==> src/rtl/alu_pkg.sv <==
// Op-code encoding and shared constants for the execute-stage ALU.
package alu_pkg;

  localparam int OP_W       = 5;
  localparam int ALU_OP_MAX = 10;

  typedef enum logic [OP_W-1:0] {
    ALU_ADD  = 5'd0,
    ALU_SUB  = 5'd1,
    ALU_SLL  = 5'd2,
    ALU_SLT  = 5'd3,
    ALU_SLTU = 5'd4,
    ALU_XOR  = 5'd5,
    ALU_SRL  = 5'd6,
    ALU_SRA  = 5'd7,
    ALU_OR   = 5'd8,
    ALU_AND  = 5'd9,
    ALU_LUI  = 5'd10
  } alu_op_e;

endpackage

==> src/rtl/ALU.sv <==
// Combinational execute-stage ALU; unknown op-codes fall back to add and raise o_illegal.
module ALU
  import alu_pkg::*;
#(
  parameter int XLEN = 32
) (
  input  logic [OP_W-1:0] i_op,
  input  logic [XLEN-1:0] i_a,
  input  logic [XLEN-1:0] i_b,
  output logic [XLEN-1:0] o_result,
  output logic            o_illegal
);

  logic signed [XLEN-1:0] w_a_s;
  logic signed [XLEN-1:0] w_b_s;
  logic        [4:0]      w_shamt;

  assign w_a_s   = i_a;
  assign w_b_s   = i_b;
  assign w_shamt = i_b[4:0];

  always_comb begin
    o_result  = i_a + i_b;
    o_illegal = (int'(i_op) > ALU_OP_MAX);
    case (i_op)
      ALU_SUB:  o_result = i_a - i_b;
      ALU_SLL:  o_result = i_a << w_shamt;
      ALU_SLT:  o_result = XLEN'(w_a_s < w_b_s);
      ALU_SLTU: o_result = XLEN'(i_a < i_b);
      ALU_XOR:  o_result = i_a ^ i_b;
      ALU_SRL:  o_result = i_a >> w_shamt;
      ALU_SRA:  o_result = w_a_s >>> w_shamt;
      ALU_OR:   o_result = i_a | i_b;
      ALU_AND:  o_result = i_a & i_b;
      ALU_LUI:  o_result = i_b;
      default:  o_result = i_a + i_b;
    endcase
  end

endmodule

==> src/rtl/alu_share_arbiter.sv <==
// Round-robin sharing of one ALU between NUM_REQ requesters, with a single
// registered response slot that can drain and refill in the same cycle.
module alu_share_arbiter
#(
  parameter int NUM_REQ = 2,
  parameter int XLEN    = 32,
  parameter int OP_W    = 5
) (
  input  logic                    clk,
  input  logic                    rst,
  input  logic [NUM_REQ-1:0]      req_valid_i,
  input  logic [NUM_REQ*OP_W-1:0] req_op_i,
  input  logic [NUM_REQ*XLEN-1:0] req_a_i,
  input  logic [NUM_REQ*XLEN-1:0] req_b_i,
  output logic [NUM_REQ-1:0]      req_ready_o,
  output logic                    rsp_valid_o,
  output logic [((NUM_REQ > 1) ? $clog2(NUM_REQ) : 1)-1:0] rsp_id_o,
  output logic [XLEN-1:0]         rsp_result_o,
  output logic                    rsp_illegal_o,
  input  logic                    rsp_ready_i
);

  localparam int ID_W = (NUM_REQ > 1) ? $clog2(NUM_REQ) : 1;

  // Returns {found, winner}: rotate so rr_ptr is bit 0, take the lowest set bit, map back.
  function automatic logic [ID_W:0] rr_pick(input logic [NUM_REQ-1:0] vld,
                                            input logic [ID_W-1:0]    ptr);
    logic [ID_W:0] pick;
    pick = '0;
    for (int k = NUM_REQ - 1; k >= 0; k--) begin
      if (vld[(int'(ptr) + k) % NUM_REQ]) begin
        pick = {1'b1, ID_W'((int'(ptr) + k) % NUM_REQ)};
      end
    end
    return pick;
  endfunction

  logic [ID_W-1:0] r_rr_ptr;
  logic            r_rsp_valid;
  logic [ID_W-1:0] r_rsp_id;
  logic [XLEN-1:0] r_rsp_result;
  logic            r_rsp_illegal;

  logic            w_can_accept;
  logic [ID_W:0]   w_pick;
  logic [ID_W-1:0] w_gnt_id;
  logic            w_xfer;
  logic [OP_W-1:0] w_op;
  logic [XLEN-1:0] w_a;
  logic [XLEN-1:0] w_b;
  logic [XLEN-1:0] w_alu_result;
  logic            w_alu_illegal;

  assign w_can_accept = !r_rsp_valid | rsp_ready_i;
  assign w_pick       = rr_pick(req_valid_i, r_rr_ptr);
  assign w_gnt_id     = w_pick[ID_W-1:0];
  assign w_xfer       = w_can_accept & w_pick[ID_W] & !rst;
  assign req_ready_o  = w_xfer ? (NUM_REQ'(1) << w_gnt_id) : '0;

  assign w_op = req_op_i[int'(w_gnt_id)*OP_W +: OP_W];
  assign w_a  = req_a_i[int'(w_gnt_id)*XLEN +: XLEN];
  assign w_b  = req_b_i[int'(w_gnt_id)*XLEN +: XLEN];

  ALU #(.XLEN(XLEN)) u_alu (
    .i_op      (w_op),
    .i_a       (w_a),
    .i_b       (w_b),
    .o_result  (w_alu_result),
    .o_illegal (w_alu_illegal)
  );

  // Response slot: load on transfer, otherwise drain when the consumer takes it.
  always_ff @(posedge clk or posedge rst) begin
    if (rst) begin
      r_rr_ptr      <= '0;
      r_rsp_valid   <= 1'b0;
      r_rsp_id      <= '0;
      r_rsp_result  <= '0;
      r_rsp_illegal <= 1'b0;
    end else if (w_xfer) begin
      r_rr_ptr      <= ID_W'((int'(w_gnt_id) + 1) % NUM_REQ);
      r_rsp_valid   <= 1'b1;
      r_rsp_id      <= w_gnt_id;
      r_rsp_result  <= w_alu_result;
      r_rsp_illegal <= w_alu_illegal;
    end else if (rsp_ready_i) begin
      r_rsp_valid   <= 1'b0;
    end
  end

  assign rsp_valid_o   = r_rsp_valid;
  assign rsp_id_o      = r_rsp_id;
  assign rsp_result_o  = r_rsp_result;
  assign rsp_illegal_o = r_rsp_illegal;

endmodule

==> config.mk <==
export PLATFORM = sky130hd
export DESIGN_NAME = alu_share_arbiter
export DESIGN_NICKNAME = d
export VERILOG_FILES = /design/src/rtl/alu_pkg.sv /design/src/rtl/ALU.sv /design/src/rtl/alu_share_arbiter.sv
export SDC_FILE = /design/constraint.sdc
export NUM_CORES = 1
export LEC_CHECK = 0
export ABC_AREA = 1
export CORE_ASPECT_RATIO = 1.1
export CORE_MARGIN = 5
export CORE_UTILIZATION = 40
export CTS_BUF_LIST = sky130_fd_sc_hd__clkbuf_16
export CTS_CLUSTER_DIAMETER = 100
export DETAILED_ROUTE_END_ITERATION = 10
export SYNTH_ARGS = -nofsm -noshare
export SYNTH_HDL_FRONTEND = slang
export SYNTH_SLANG_ARGS = --single-unit
==> constraint.sdc <==
create_clock -name clk -period 3.7 [get_ports clk]
set_clock_uncertainty 0.2 [all_clocks]
set_input_delay 0.74 -clock clk [delete_from_list [all_inputs] [get_ports clk]]
set_output_delay 0.74 -clock clk [all_outputs]
set_load 0.05 [all_outputs]
; Yosys cells after proc, flatten, opt, wreduce, memory -nomap -nowiden
; Cells that the tools add are included.
[totals]
register_bits = 36
input_bits = 143
output_inout_bits = 37
elab_cells = 53
[op_classes]
addsub = 4
mul = 1
magnitude_cmp = 5
eq_ne = 10
n_shift = 7
muxes = 11
n_bitwise = 7
n_reduce_logical = 3
[ops]
columns = cell, n
row1 = $pmux 32 s10, 1
row2 = $shiftx 64x7->32, 2
row3 = $lt 32x32->1, 2
row4 = $add 32x32->32, 1
row5 = $and 32x32->32, 1
row6 = $or 32x32->32, 1
row7 = $shl 32x5->32, 1
row8 = $shr 32x5->32, 1
row9 = $sshr 32x5->32, 1
row10 = $sub 32x32->32, 1
row11 = $xor 32x32->32, 1
row12 = $eq 5x3->1 const B, 4
row13 = $eq 5x4->1 const B, 3
row14 = $eq 5x2->1 const B, 2
row15 = $shiftx 10x5->5, 1
row16 = $mux 1, 7
row17 = $mux 2, 3
row18 = $eq 5x1->1 const B, 1
row19 = $gt 5x4->1 const B, 1
row20 = $mul 1x3->4 const B, 1
row21 = $lt 2x3->1 const B, 1
row22 = $add 1x1->1 const B, 2
row23 = $and 1x1->1, 2
row24 = $logic_not 1->1, 2
row25 = 5 further kinds, 5

; Depth between registers and ports, before layout
[logic_depth]
depth_word = 11
depth_mapped = 27
ltp_nobuf = 24

; Hierarchy
; Synthesis repeated with hierarchy kept, for this count alone.
[unflattened]
hier_cells = 2413
hier_area_um2 = 12339.3
[modules_own_cells]
columns = mod, n_inst, cells_each, area_each_um2, seq_area_each_um2
row1 = ALU, 1, 2026, 10025.9, 0.0
row2 = alu_share_arbiter, 1, 387, 2313.5, 900.9

; Worst setup path before layout
; No wires, ideal clock.
[synth_timing]
path_type = input -> output
start = input rst
end = output req_ready_o[1]
arrival_time_ns = 3.255
required_ns = 2.760
setup_slack_ns = -0.495
cell_stages = 6
cell_sequence = inv_1 > o21ai_0 > nor2_1 > clkinv_1 > clkbuf_1 > nor2_1
[synth_between]
elab_chain_cells = 3
[synth_rtl]
columns = item, line
row1 = start: declaration, alu_share_arbiter.sv:10  ; input logic rst,
row2 = $logic_not 1->1 (no line), -
row3 = $and 1x1->1, alu_share_arbiter.sv:57  ; assign w_xfer = w_can_accept & w_pick[ID_W] & !rst;
row4 = $mux 2, alu_share_arbiter.sv:58  ; assign req_ready_o = w_xfer ? (NUM_REQ'(1) << w_gnt_id) : '0;
row5 = end: declaration, alu_share_arbiter.sv:15  ; output logic [NUM_REQ-1:0] req_ready_o,
; No other way between the ends.

; Worst setup path in the final report
[layout_timing]
start = input req_valid_i[0]
end = register r_rsp_result[27], in the netlist rsp_result_o[27]
[layout_between]
elab_chain_cells = 9
elab_cells_between_ends = 32
classes_between = 2 x add/sub / 1 x mul / 10 x eq/ne / 6 x shift / 8 x mux / 5 x bitwise
[layout_rtl]
columns = item, line
row1 = start: declaration, alu_share_arbiter.sv:11  ; input logic [NUM_REQ-1:0] req_valid_i,
row2 = $mux 1 (not written as such) (3 in a row), alu_share_arbiter.sv:31  ; if (vld[(int'(ptr) + k) % NUM_REQ]) begin
row3 = $mux 2, alu_share_arbiter.sv:31
row4 = $mux 2 (*), alu_share_arbiter.sv:31
row5 = "parallel branches: the longest is 4 deep, another holds $add 32x32->32", -
row6 = end signal: assignment, alu_share_arbiter.sv:84  ; r_rsp_result <= w_alu_result;
row7 = end: declaration, alu_share_arbiter.sv:41  ; logic [XLEN-1:0] r_rsp_result;
; Mark *: on every way between the ends. The select of a mux whose other input is x is not followed.
; A chain may end at the register's enable or synchronous reset.

==> run metrics <==
DR iter-0 viols 2960; final setup TNS 0 ns; DR WL/cell 23.5 µm; Post-DP HPWL 67.6 mm; Final Wtd Congestion 1.18; critical path fanouts, max 10; pre-CTS WS -1.46 ns; Longest Clk Path Bufs 2; Root Buffer clkbuf_16; routed length on met1 29.9 mm; Max-slew headroom 55.2%; count leader, synth nand2_1; Clock Sinks 36; CTS HTree Levels 2; RSZ-0062 raised after global routing true; number of I/O port buffers 179; Mapped Area 0.0123 mm²; Post-Layout Cell Count 3546; CP Capture Type register; Pleak 10.7 nW; library cells used by synthesis 53; Layout area overhead 69.0%; cell taking the most area after synthesis nand2_1; Worst path slowest cell ha_4; critical setup path kind primary input to register; fraction of layout cells with a size suffix above 1 30.9%; largest net degree at the start of global routing 69; top_reg_cell synth dfrtp_1; worst-path cell chain clkbuf_2 > nand2_4 > nand2_8 > buf_6 > buf_12 > buf_4 > o21ai_2 > ha_4 > inv_1 > o21ai_1 > a21oi_1 > o21ai_1 > a21oi_1 > nand2_2 > xor2_1 > a21oi_1 > nand3_1 > buf_4 > nand2_1 > inv_1; max-cap violations 0; async set-or-reset flop fraction in the synthesized netlist 100%; via count 20700; die area 0.0344 mm²; clock latency on the worst-skew pair 0.32 ns; Ys Warns 0; vias in the first global route 19800; cells after synthesis 2370; TritonCTS clock tree done; type of the worst min-delay path register to register; CTS buffer count 5; Hold Vio Cnt, Final 0; residual DRC count 0; Layout fillers 2788; Seq cells post-synth 36; commonest cells in the synthesized netlist nand2_1, nand3_1, inv_1; Slew Limit Fails 0; Area contributors post-synth nand2_1, nand3_1, ha_1; Worst path max stage delay 0.27 ns; Slew @ Worst Pin 0.670 ns; io pins 180; WP data arrival 3.69 ns; sequential area share after synthesis 7.32%; EDFF count, synth 0; FP Rows 67; status completed; antenna viol nets, final 0; Final Critical Period 3.70 ns; syn nets 2612; Buf+Inv Stages, Crit Path 7; Post-Place Cells 3495; CP top delay family compound AO/OA/AOI/OAI gates; nets 3371; post-layout util 68.4%; Storage cell area 901 µm²; required time of the critical path 3.70 ns; Synth top area share 21.8%; setup slack after layout 0.00196 ns; vias per cell 5.84; core footprint 0.0304 mm²; Post-Route WL 83.3 mm; first-pass GRT wire length 120 mm; total power 8.09 mW; WL met3 10.9 mm; Top Layer Used met5; Die W 177 µm; final setup violating endpoints 0; power density over the cells 389 mW/mm²; Clock transition at path regs 0.06 ns; die height 194 µm; Worst path most repeated cell a21oi_1; period utilization 99.9%; multi-input logic area 0.0108 mm²; Critical Path Start Type primary input; Fmax 0.270 GHz; Global Route Usage Sum 46.1%; DRT Pass-1 Iters 6; GRT overflow 0; Mean Syn Cell Area 5.19 µm²; maximum VDD drop 0.218 mV; metal2 WL 33.0 mm; initial antenna violation count 3; Initial Util 40.5%
[cell type report]
class                      instances  area share, %
clock buffer                       5          0.601
inverter                         317           5.75
timing repair buffer             856           34.7
sequential                        36           4.33
tap                              414           2.49
antenna                            2         0.0241
multi-input combinational       1913           51.9
clock inverter                     3          0.204
[through the flow]
step                hold WS [ns]  area, µm²
global placement           0.263      19100
detailed placement         0.264      19100
global route               0.302      20800
finish                     0.278      20800
CTS                        0.281      20400
floorplan                  0.333      12300
[what timing repair did]
| item | in CTS | in global routing |
|---|---|---|
| endpoints found under the setup margin | 31 | 28 |
| cloned | 5 | 0 |
| setup buffers | 28 | 8 |
| hold buffers | 0 | 0 |
| pin swaps | 45 | 36 |
| resized for setup | 226 | 109 |
[registers in the layout, summed over array words and instances (netlist names)]
name / cells
r_rr_ptr: 1
rsp_id_o: 1
rsp_illegal_o: 1
rsp_result_o: 32
rsp_valid_o: 1
[where the power goes]
group / total, mW / internal [mW] / switching (mW)
sequential: 0.665 / 0.533 / 0.132
combinational: 6.87 / 2.81 / 4.06
clock: 0.560 / 0.319 / 0.241
total: 8.09 / 3.66 / 4.43
[worst min-delay path, stage by stage (launching register included)]
cell and delay (ns):
dfrtp_1 0.34, nand2_1 0.05, nand2_1 0.05
[path summary, 6_finish.rpt]
kind                                      start          endpoint  slack [ns]  depth (start not counted)
max in group asynchronous                   rst  rsp_result_o[24]        1.91                          3
worst max-delay path             req_valid_i[0]  rsp_result_o[27]       0.002                         20
worst max register to register         r_rr_ptr  rsp_result_o[27]        0.06                         21
worst min register to register  rsp_result_o[8]   rsp_result_o[8]        0.28                          2
min in group asynchronous                   rst  rsp_result_o[26]        0.94                          3
worst min-delay path            rsp_result_o[8]   rsp_result_o[8]        0.28                          2
[cell families after synthesis]
group                    Yosys count  share of synthesized area, %
AND/OR/NAND/NOR                 1390                          48.5
buffers and inverters            423                          14.2
AO/OA/AOI/OAI                    404                          18.4
adder cells (fa/ha/maj)           99                          10.2
flip-flops                        36                          7.32
XOR/XNOR                          18                          1.28
[cells in the final DEF, fill, tap and decap left out, types with 18 or more instances in the layout]
cell             count
nand2_1            676
ha_1                67
nor2_2              31
nor2_1             162
o21ai_2             33
nand3_1            343
dfrtp_1             36
o22ai_1             30
a21oi_1             79
inv_2               25
o211ai_1            28
buf_12              18
o21ai_0             93
xor2_1              18
o21ai_1             57
inv_1              286
nand4_1             36
nand2_2             48
ha_4                22
a21oi_2             29
nor3_1              21
clkdlybuf4s50_1    175
buf_4              644
[layer usage]
layer / GRT usage (%) / vias to the layer above
met5: 0 / -
met4: 38.6 / 2
met3: 13.4 / 484
met2: 66.6 / 1607
met1: 55.8 / 9366
li1: - / 9256
Note: power is estimated with default switching activity, not from simulation.
